$ cat src/rtl/reg_router_pkg.sv
// reg_router_pkg: shared FSM states, error word and address-decode constants for the WB register router
package reg_router_pkg;
  typedef enum logic [1:0] {IDLE, ACCESS, RESP, DRAIN} state_t;
  localparam logic [31:0] ERR_DATA = 32'hDEAD_BEEF;
  localparam int SEL_LSB = 11;
  localparam int SEL_MSB = 12;
  localparam int TGT_COMMS = 0;
  localparam int TGT_PINMUX = 1;
  localparam int TGT_SPARE = 2;
endpackage

$ cat src/rtl/reg_router_tmo.sv
// reg_router_tmo: access timeout counter, expires on the TMO_CYC-th enabled cycle after a clear
module reg_router_tmo
  import reg_router_pkg::*;
#(
  parameter int TMO_CYC = 255
) (
  input  logic clk,
  input  logic rst,
  input  logic clr,
  input  logic en,
  output logic expire
);
  localparam int CW = $clog2(TMO_CYC + 1);
  logic [CW-1:0] cnt;
  // count cycles spent waiting on a target; clear restarts the window
  always_ff @(posedge clk)
    if (rst || clr) cnt <= '0;
    else if (en) cnt <= cnt + 1'b1;
  assign expire = en && (cnt == CW'(TMO_CYC - 1));
endmodule

$ cat src/rtl/wbs_reg_router.sv
// wbs_reg_router: WB slave front end routing one transaction to a register target; timeout under REG_ROUTER_TIMEOUT_EN
module wbs_reg_router
  import reg_router_pkg::*;
#(
  parameter int WB_WIDTH = 32,
  parameter int N_TGT = 3,
  parameter int TGT_ADDR_W = 11,
  parameter int TMO_CYC = 255
) (
  input  logic                  wb_clk_i,
  input  logic                  wb_rst_i,
  input  logic                  wbs_cyc_i,
  input  logic                  wbs_stb_i,
  input  logic                  wbs_we_i,
  input  logic [3:0]            wbs_sel_i,
  input  logic [WB_WIDTH-1:0]   wbs_adr_i,
  input  logic [WB_WIDTH-1:0]   wbs_dat_i,
  output logic                  wbs_ack_o,
  output logic [WB_WIDTH-1:0]   wbs_dat_o,
  output logic [N_TGT-1:0]      reg_cs,
  output logic                  reg_wr,
  output logic [TGT_ADDR_W-1:0] reg_addr,
  output logic [31:0]           reg_wdata,
  output logic [3:0]            reg_be,
  input  logic [N_TGT*32-1:0]   reg_rdata,
  input  logic [N_TGT-1:0]      reg_ack,
  output logic                  err_flag,
  input  logic                  err_clr
);
  localparam logic [2:0] NT = 3'(N_TGT);
  state_t state;
  logic [1:0] sel, sel_q;
  logic req, mapped, tgt_ack, tmo_exp;
  logic [31:0] rd_sel;
  assign sel = wbs_adr_i[SEL_MSB:SEL_LSB];
  assign mapped = {1'b0, sel} < NT;
  assign req = wbs_cyc_i & wbs_stb_i & ~wbs_ack_o;
  assign tgt_ack = reg_ack[sel_q];
  assign rd_sel = reg_rdata[32*sel_q +: 32];
`ifdef REG_ROUTER_TIMEOUT_EN
  logic tmo_clr, tmo_en;
  assign tmo_clr = (state == IDLE && req && mapped) || (state == ACCESS && !wbs_cyc_i);
  assign tmo_en = (state == ACCESS) || (state == DRAIN);
  reg_router_tmo #(.TMO_CYC(TMO_CYC)) u_tmo (
    .clk(wb_clk_i),
    .rst(wb_rst_i),
    .clr(tmo_clr),
    .en(tmo_en),
    .expire(tmo_exp)
  );
`else
  assign tmo_exp = 1'b0;
`endif
  // transaction sequencer: decode, chip-select handshake, single ack back to the host
  always_ff @(posedge wb_clk_i)
    if (wb_rst_i) begin
      state <= IDLE;
      reg_cs <= '0;
      wbs_ack_o <= 1'b0;
      reg_wr <= 1'b0;
      wbs_dat_o <= '0;
      reg_addr <= '0;
      reg_wdata <= '0;
      reg_be <= '0;
      sel_q <= '0;
      err_flag <= 1'b0;
    end else begin
      wbs_ack_o <= 1'b0;
      if (err_clr) err_flag <= 1'b0;
      case (state)
        IDLE:
          if (req && mapped) begin
            reg_wr <= wbs_we_i;
            reg_addr <= wbs_adr_i[TGT_ADDR_W-1:0];
            reg_wdata <= wbs_dat_i[31:0];
            reg_be <= wbs_sel_i;
            sel_q <= sel;
            reg_cs <= N_TGT'(1) << sel;
            state <= ACCESS;
          end else if (req) begin
            wbs_dat_o <= WB_WIDTH'(ERR_DATA);
            err_flag <= 1'b1;
            state <= RESP;
          end
        ACCESS:
          if (tgt_ack || tmo_exp) begin
            reg_cs <= '0;
            wbs_dat_o <= tgt_ack ? (reg_wr ? '0 : WB_WIDTH'(rd_sel)) : WB_WIDTH'(ERR_DATA);
            if (!tgt_ack) err_flag <= 1'b1;
            state <= wbs_cyc_i ? RESP : IDLE;
          end else if (!wbs_cyc_i) state <= DRAIN;
        DRAIN:
          if (tgt_ack || tmo_exp) begin
            reg_cs <= '0;
            if (!tgt_ack) err_flag <= 1'b1;
            state <= IDLE;
          end
        RESP: begin
          wbs_ack_o <= 1'b1;
          state <= IDLE;
        end
        default: state <= IDLE;
      endcase
    end
endmodule

$ cat config.mk
export PLATFORM = sky130hd
export DESIGN_NAME = wbs_reg_router
export DESIGN_NICKNAME = d
export VERILOG_FILES = /design/src/rtl/reg_router_pkg.sv /design/src/rtl/reg_router_tmo.sv /design/src/rtl/wbs_reg_router.sv
export SDC_FILE = /design/constraint.sdc
export NUM_CORES = 1
export LEC_CHECK = 0
export ABC_CLOCK_PERIOD_IN_PS = 3400
export CAP_MARGIN = 10
export CORE_ASPECT_RATIO = 0.5
export CORE_MARGIN = 5
export CORE_UTILIZATION = 42
export CTS_BUF_LIST = sky130_fd_sc_hd__clkbuf_8
export DETAILED_ROUTE_END_ITERATION = 10
export PLACE_DENSITY = 0.94
export RECOVER_POWER = 25
export SLEW_MARGIN = 10
export SYNTH_ARGS = -nofsm -noshare
export SYNTH_HDL_FRONTEND = slang
export SYNTH_HIERARCHICAL = 1
export SYNTH_SLANG_ARGS = --single-unit
$ cat constraint.sdc
create_clock -name wb_clk_i -period 3.4 [get_ports wb_clk_i]
set_input_delay 0.85 -clock wb_clk_i [delete_from_list [all_inputs] [get_ports wb_clk_i]]
set_output_delay 0.85 -clock wb_clk_i [all_outputs]
set_load 0.02 [all_outputs]
---- After elaboration in Yosys (flattened, before gate mapping) ----
Cells that the tools add are included.
word-level totals
  flip-flop bits (word level) ............. 89
  input bits .............................. 173
  logic and storage cells ................. 59
  output and inout bits ................... 85
operators by class
  bitwise operators ....................... 3
  reduce and logical (&&, ||, !) cells .... 9
  equal/unequal tests ..................... 11
  shift-type cells ........................ 2
  mux-type cells .......................... 22
  magnitude comparators ................... 2
operator list
  operator             count
  $mux 32              4
  $shiftx 96x8->32     1
  $pmux 32 s2          1
  $mux 2               6
  $ne 2x2->1 const B   5
  $pmux 2 s4           1
  $mux 1               6
  $mux 3               2
  $ne 3x3->1 const B   2
  $pmux 3 s2           1
  $reduce_and 3->1     2
  $eq 2x2->1 const B   2
  $reduce_and 4->1     1
  $reduce_bool 2->1    2
  $lt 2x3->1 const B   1
  $shl 1x2->3 const A  1
  $and 1x1->1          2
  $bmux 1 s2           1
  $eq 2x1->1 const B   1
  $logic_not 2->1      1
  $lt 2x2->1 const B   1
  $ne 2x1->1 const B   1
  $reduce_and 2->1     1
  $reduce_or 2->1      1
  2 further kinds      2

---- Logic depth before layout (Yosys ltp) ----
  depth in word-level cells ............... 5
  gate-level depth with buffers ........... 8
  mapped depth without buffers ............ 4

---- Worst setup path before layout ----
OpenSTA, ideal clock, no wires.
  kind .................................... input port to flip-flop
  from .................................... input reg_ack[1]
  to ...................................... register wbs_dat_o[14]
  path slack .............................. 1,435 ps
  data required time ...................... 3,328 ps
  library setup time ...................... 72 ps
  stages .................................. 5
  arrival ................................. 1,894 ps
  path buffers ............................ 1
  cells stage by stage .................... mux2i_1 o22ai_4 a21oi_2 buf_6 mux2i_1
on the way
  cells in the longest elaborated chain, start to end .. 4
ends and longest elaborated chain
  item                               RTL line              text
  start: declaration                 wbs_reg_router.sv:26  input logic [N_TGT-1:0] reg_ack,
  $bmux 1 s2                         wbs_reg_router.sv:38  assign tgt_ack = reg_ack[sel_q];
  $mux 1 (implied by the code)       wbs_reg_router.sv:38
  $ne 2x2->1 (no source line)        n/a
  $reduce_and 4->1 (no source line)  n/a
  end signal: assignment             wbs_reg_router.sv:81  wbs_dat_o <= WB_WIDTH'(ERR_DATA);
  end signal: assignment             wbs_reg_router.sv:88  wbs_dat_o <= tgt_ack ? (reg_wr ? '0 : WB_WIDTH'(rd_sel)) : WB_WIDTH'(ERR_DATA);
  end: declaration                   wbs_reg_router.sv:19  output logic [WB_WIDTH-1:0] wbs_dat_o,
Every way passes these cells. The select of a mux whose other input is x is not followed.
A chain may end at the register's enable or synchronous reset.

---- Worst setup path in the final report ----
  from .................................... input wbs_cyc_i
  to ...................................... register reg_be[2]
on the way
  cells in the longest elaborated chain, start to end .. 4
ends and longest elaborated chain
  item                               RTL line              text
  start: declaration                 wbs_reg_router.sv:12  input logic wbs_cyc_i,
  $and 1x1->1 (2 in a row)           wbs_reg_router.sv:37  assign req = wbs_cyc_i & wbs_stb_i & ~wbs_ack_o;
  $logic_and 1x1->1                  wbs_reg_router.sv:72  if (req && mapped) begin
  $reduce_and 2->1 (no source line)  n/a
  end signal: assignment             wbs_reg_router.sv:76  reg_be <= wbs_sel_i;
  end: declaration                   wbs_reg_router.sv:24  output logic [3:0] reg_be,
Every way passes these cells.

==> impl_results.md <==
* Critical Path Max Stage Delay at 0.65 ns
* Area of placed instances at about 6800 sq um
* Leakage power figure at about 0.0026 uW
* Flip-flop and latch count after synthesis at between 80 and 90
* Most crowded layer after global routing: met2
* Number of pins with negative max-slew slack in the final report at 0
* Clock latency on the worst-skew pair at roughly 0.35 ns
* WP data required at 3.68 ns
* Die H at just over 80 um
* Highest achievable clock rate at just under 400 MHz
* Buffer and inverter count on the worst path at 2
* Number of diodes at 0
* Period Utilization, post-route at around three quarters
* Global routing usage on met1 at 22.18%
* Final Worst Setup Slack at 0.8089 ns
* Worst Skew at approximately 0.01 ns
* Depth of the CTS H-tree at 3
* Post_cts resized at 0
* Largest net degree at the start of global routing at 90
* Arrival time of the worst setup path at 2.87 ns
* Synth unique cells at 32
* Maximum number of buffers from clock root to sink at 2
* Final Net Count at 900
* Signed area change from the synthesized netlist to the final layout at 60.55%
* Grt ovf at 0
* Maximum fanout encountered on the critical timing path at 31
* Residual DRC at 0
* Vias in the first global route at 4194
* Clock tree from TritonCTS: done
* Layout cells sized above 1 at between 10% and 20%
* Kind of cell with the highest combined delay on the critical path: simple AND/OR/NAND/NOR gates
* Crit Reg-Reg Endpoint: wbs_dat_o[5]
* Met2 Resource Use GR at about two fifths
* Actual transition at the worst max-transition pin at ~1.1 ns
* Maximum capacitance violations at 0
* Hold Crit Endpoint: reg_wdata[24]
* Worst IR Drop VDD at 0.0002215 V
* Count of final hold-check violations at 0
* Yosys warning total at 6
* Number of placement rows at 26
* Area share of the leading cell type in the synthesized netlist at between 40% and 50%
* Pwr/cell area at 349.6 nW/um^2
* Crit-path cells: dlygate4sd3_1 > nor2b_1 > and3_2 > buf_4 > nand2_1 > a21oi_1
* Port buffer count at ~240
* RSZ-0062 raised after global routing: false
* Slew HR at between 20% and 30%
* First-pass GRT wire length at roughly 21000 um
* Startpoint of the most critical register-to-register path: sel_q[0]
* Shortest clock period the worst path allows after layout at between 2 and 3 ns
* Library cell used as clock root buffer: clkbuf_8
* Hold wc startpoint: reg_wdata[24]
* Horizontal die dimension at 153.7 um
* Final-report setup violation count at 0
* Synthesized instance count at roughly 510
* Area leader, netlist: dfxtp_1
* Routability cong. at 0.7728
* Post-synthesis sequential area ratio at a little over 40%
* DRC marker count from the first detailed-route iteration at ~170
* Hold bufs inserted after CTS at 0
* Post-route antenna net violation count at 0
* Cells taking the most area after synthesis: dfxtp_1 (41%), a21oi_1 (8.8%), nand2_1 (8.7%)
* First-pass DRT Iterations at 4
* TritonCTS buffer count at 9
* Mapped Avg Cell Area at ~8.5 sq um
* Core Area at between 10000 and 15000 sq um
* I/O pin total at about 260
* Via count at approximately 4300
* Startpoint kind of the worst setup timing path: input pin
* Count of cells along the worst register-to-register path at 4
* Worst Hold Path Cells at 2
* Post-route standard cell area excluding fillers at 6960 sq um
* Post-Synthesis Net Count at just under 700
* Antenna violations before repair at 0
* Reg-to-reg setup timing slack at ~1.4 ns
* Clock-pin slew of the registers on the worst-case setup and hold paths at 0.10 ns
* Post-CTS setup-driven buffer insertion count at 0
* Synthesized cell area at 4335 sq um
* Via density per instance at approximately 5
* Outcome: completed
* Clock tree sinks at between 80 and 90
* Post-DP HPWL at ~10000 um
* Standard cell with the maximum stage delay on the critical path: and3_2
* DR WL/cell at approximately 16 um
* Worst Hold Class: reg -> reg
* Routed wire length at ~14000 um
* Placement-stage worst setup slack at approximately 0.52 ns
* GRT Overall Usage at around 20%
* Floorplan die area at about 13000 sq um
* Category of the worst setup path capture point: register
* Starting Density at between 40% and 50%
* Setup TNS at 0 ns
* Critical path class: in -> reg
* Met3 usage in global routing at roughly 6.3%
## cell families (layout without fill, tap and decap cells)
logic type             Yosys count  count (layout)  synth area share, %
AND/OR/NAND/NOR                169             169                18.18
buffers and inverters           70             289                7.186
AO/OA/AOI/OAI                  143             143                23.12
flip-flops                      89              89                41.10
multiplexers                    42              42                10.42
## layout make-up
| class | instances | area (sq um) |
|---|---|---|
| Clock buffer | 10 | 137.6 |
| Clock inverter | 6 | 50.05 |
| Fill cell | 793 | 3189 |
| Inverter | 26 | 97.59 |
| Multi-Input combinational cell | 354 | 2256 |
| Sequential cell | 89 | 1784 |
| Tap cell | 140 | 175.2 |
| Timing Repair Buffer | 247 | 2460 |
## state kept, by name (all words and copies together), names as in the netlist
signal and cells:
err_flag 1, reg_wdata 32, wbs_ack_o 1, reg_wr 1, wbs_dat_o 32, reg_cs 3
reg_addr 11, sel_q 2, reg_be 4, state 2
## routing by layer
layer / vias up / part of all wire [%]
met3: 23 / 5.5
met2: 110 / 53
met1: 2016 / 40
met4: 0 / 1.4
li1: 2176 / -
met5: - / 0
## cell usage in the layout (no fill, tap or decap)
cell type,instances
nor3_1,3
or3b_4,1
nor2_1,10
and2_1,10
o21ai_0,32
o22ai_4,1
a21oi_1,76
dfxtp_2,2
inv_8,1
clkbuf_8,10
dlygate4sd3_1,38
buf_4,9
a221oi_1,2
nand2_1,101
nand3_2,1
and3_2,1
clkdlybuf4s50_1,199
nor3b_1,1
and2_0,1
dfxtp_1,87
buf_12,1
nand2b_1,35
clkinvlp_4,1
a21oi_4,1
nor2b_1,3
a221oi_2,23
mux2_2,25
o221a_2,1
clkinv_4,1
o2111ai_1,1
nor3b_2,1
nand3b_1,1
a32o_1,3
clkinv_2,1
o211ai_1,1
mux2i_1,17
inv_6,2
inv_1,26
a31oi_1,2
## worst reg2reg max path: cells and delay by family (launching register included)
| kind | cells | cell delay [ns] |
|---|---|---|
| DFF | 1 | 0.62 |
| buffers and inverters | 1 | 0.48 |
| muxes | 1 | 0.41 |
| AOI/OAI and AO/OA | 2 | 0.32 |
## worst max path at each step
| stage | start | endpoint | slack (ns) | depth (start not counted) |
|---|---|---|---|---|
| final | wbs_cyc_i | reg_be[2] | 0.81 | 6 |
| after global routing | wbs_cyc_i | reg_wdata[8] | 0.66 | 6 |
| after CTS | wbs_cyc_i | reg_be[2] | 0.89 | 6 |
| after detailed placement | wbs_cyc_i | reg_be[2] | 0.52 | 6 |
| after global placement | wbs_cyc_i | sel_q[0] | 0.58 | 6 |
| after floorplan | reg_ack[1] | wbs_dat_o[14] | 1.43 | 5 |
## metrics by stage
| stage | std cells | utilization (%) | total power [uW] | hold WS (ns) |
|---|---|---|---|---|
| floorplan | 513 | - | 1445 | 0.4858 |
| CTS | 872 | 68.58 | 2473 | 0.4578 |
| finish | 872 | 68.58 | 2433 | 0.4543 |
| global route | 872 | 68.58 | 2559 | 0.4698 |
| detailed placement | 856 | 66.73 | 1770 | 0.4453 |
| global placement | 856 | 66.73 | 1754 | 0.4408 |
## power by group
part / switching [uW] / leakage [uW] / internal (uW)
clock network: 403 / 0.0000952 / 296
logic: 271 / 0.00173 / 338
registers: 30.8 / 0.000725 / 1090
total: 704 / 0.00255 / 1730
## synth_stat cells, drive strengths merged
cell       n
nor3       3
o2111ai    1
nor3b      2
o22ai      1
a32o       3
mux2      25
o21ai     32
and3       1
inv       26
a31oi      2
buf       18
nand2    101
nand3b     1
a221oi    25
a21oi     77
o211ai     1
nor2      10
mux2i     17
nor2b      3
and2      11
nand2b    35
o221a      1
nand3      1
dfxtp     89
or3b       1
clkbuf    26
Note: power is estimated with default switching activity, not from simulation.
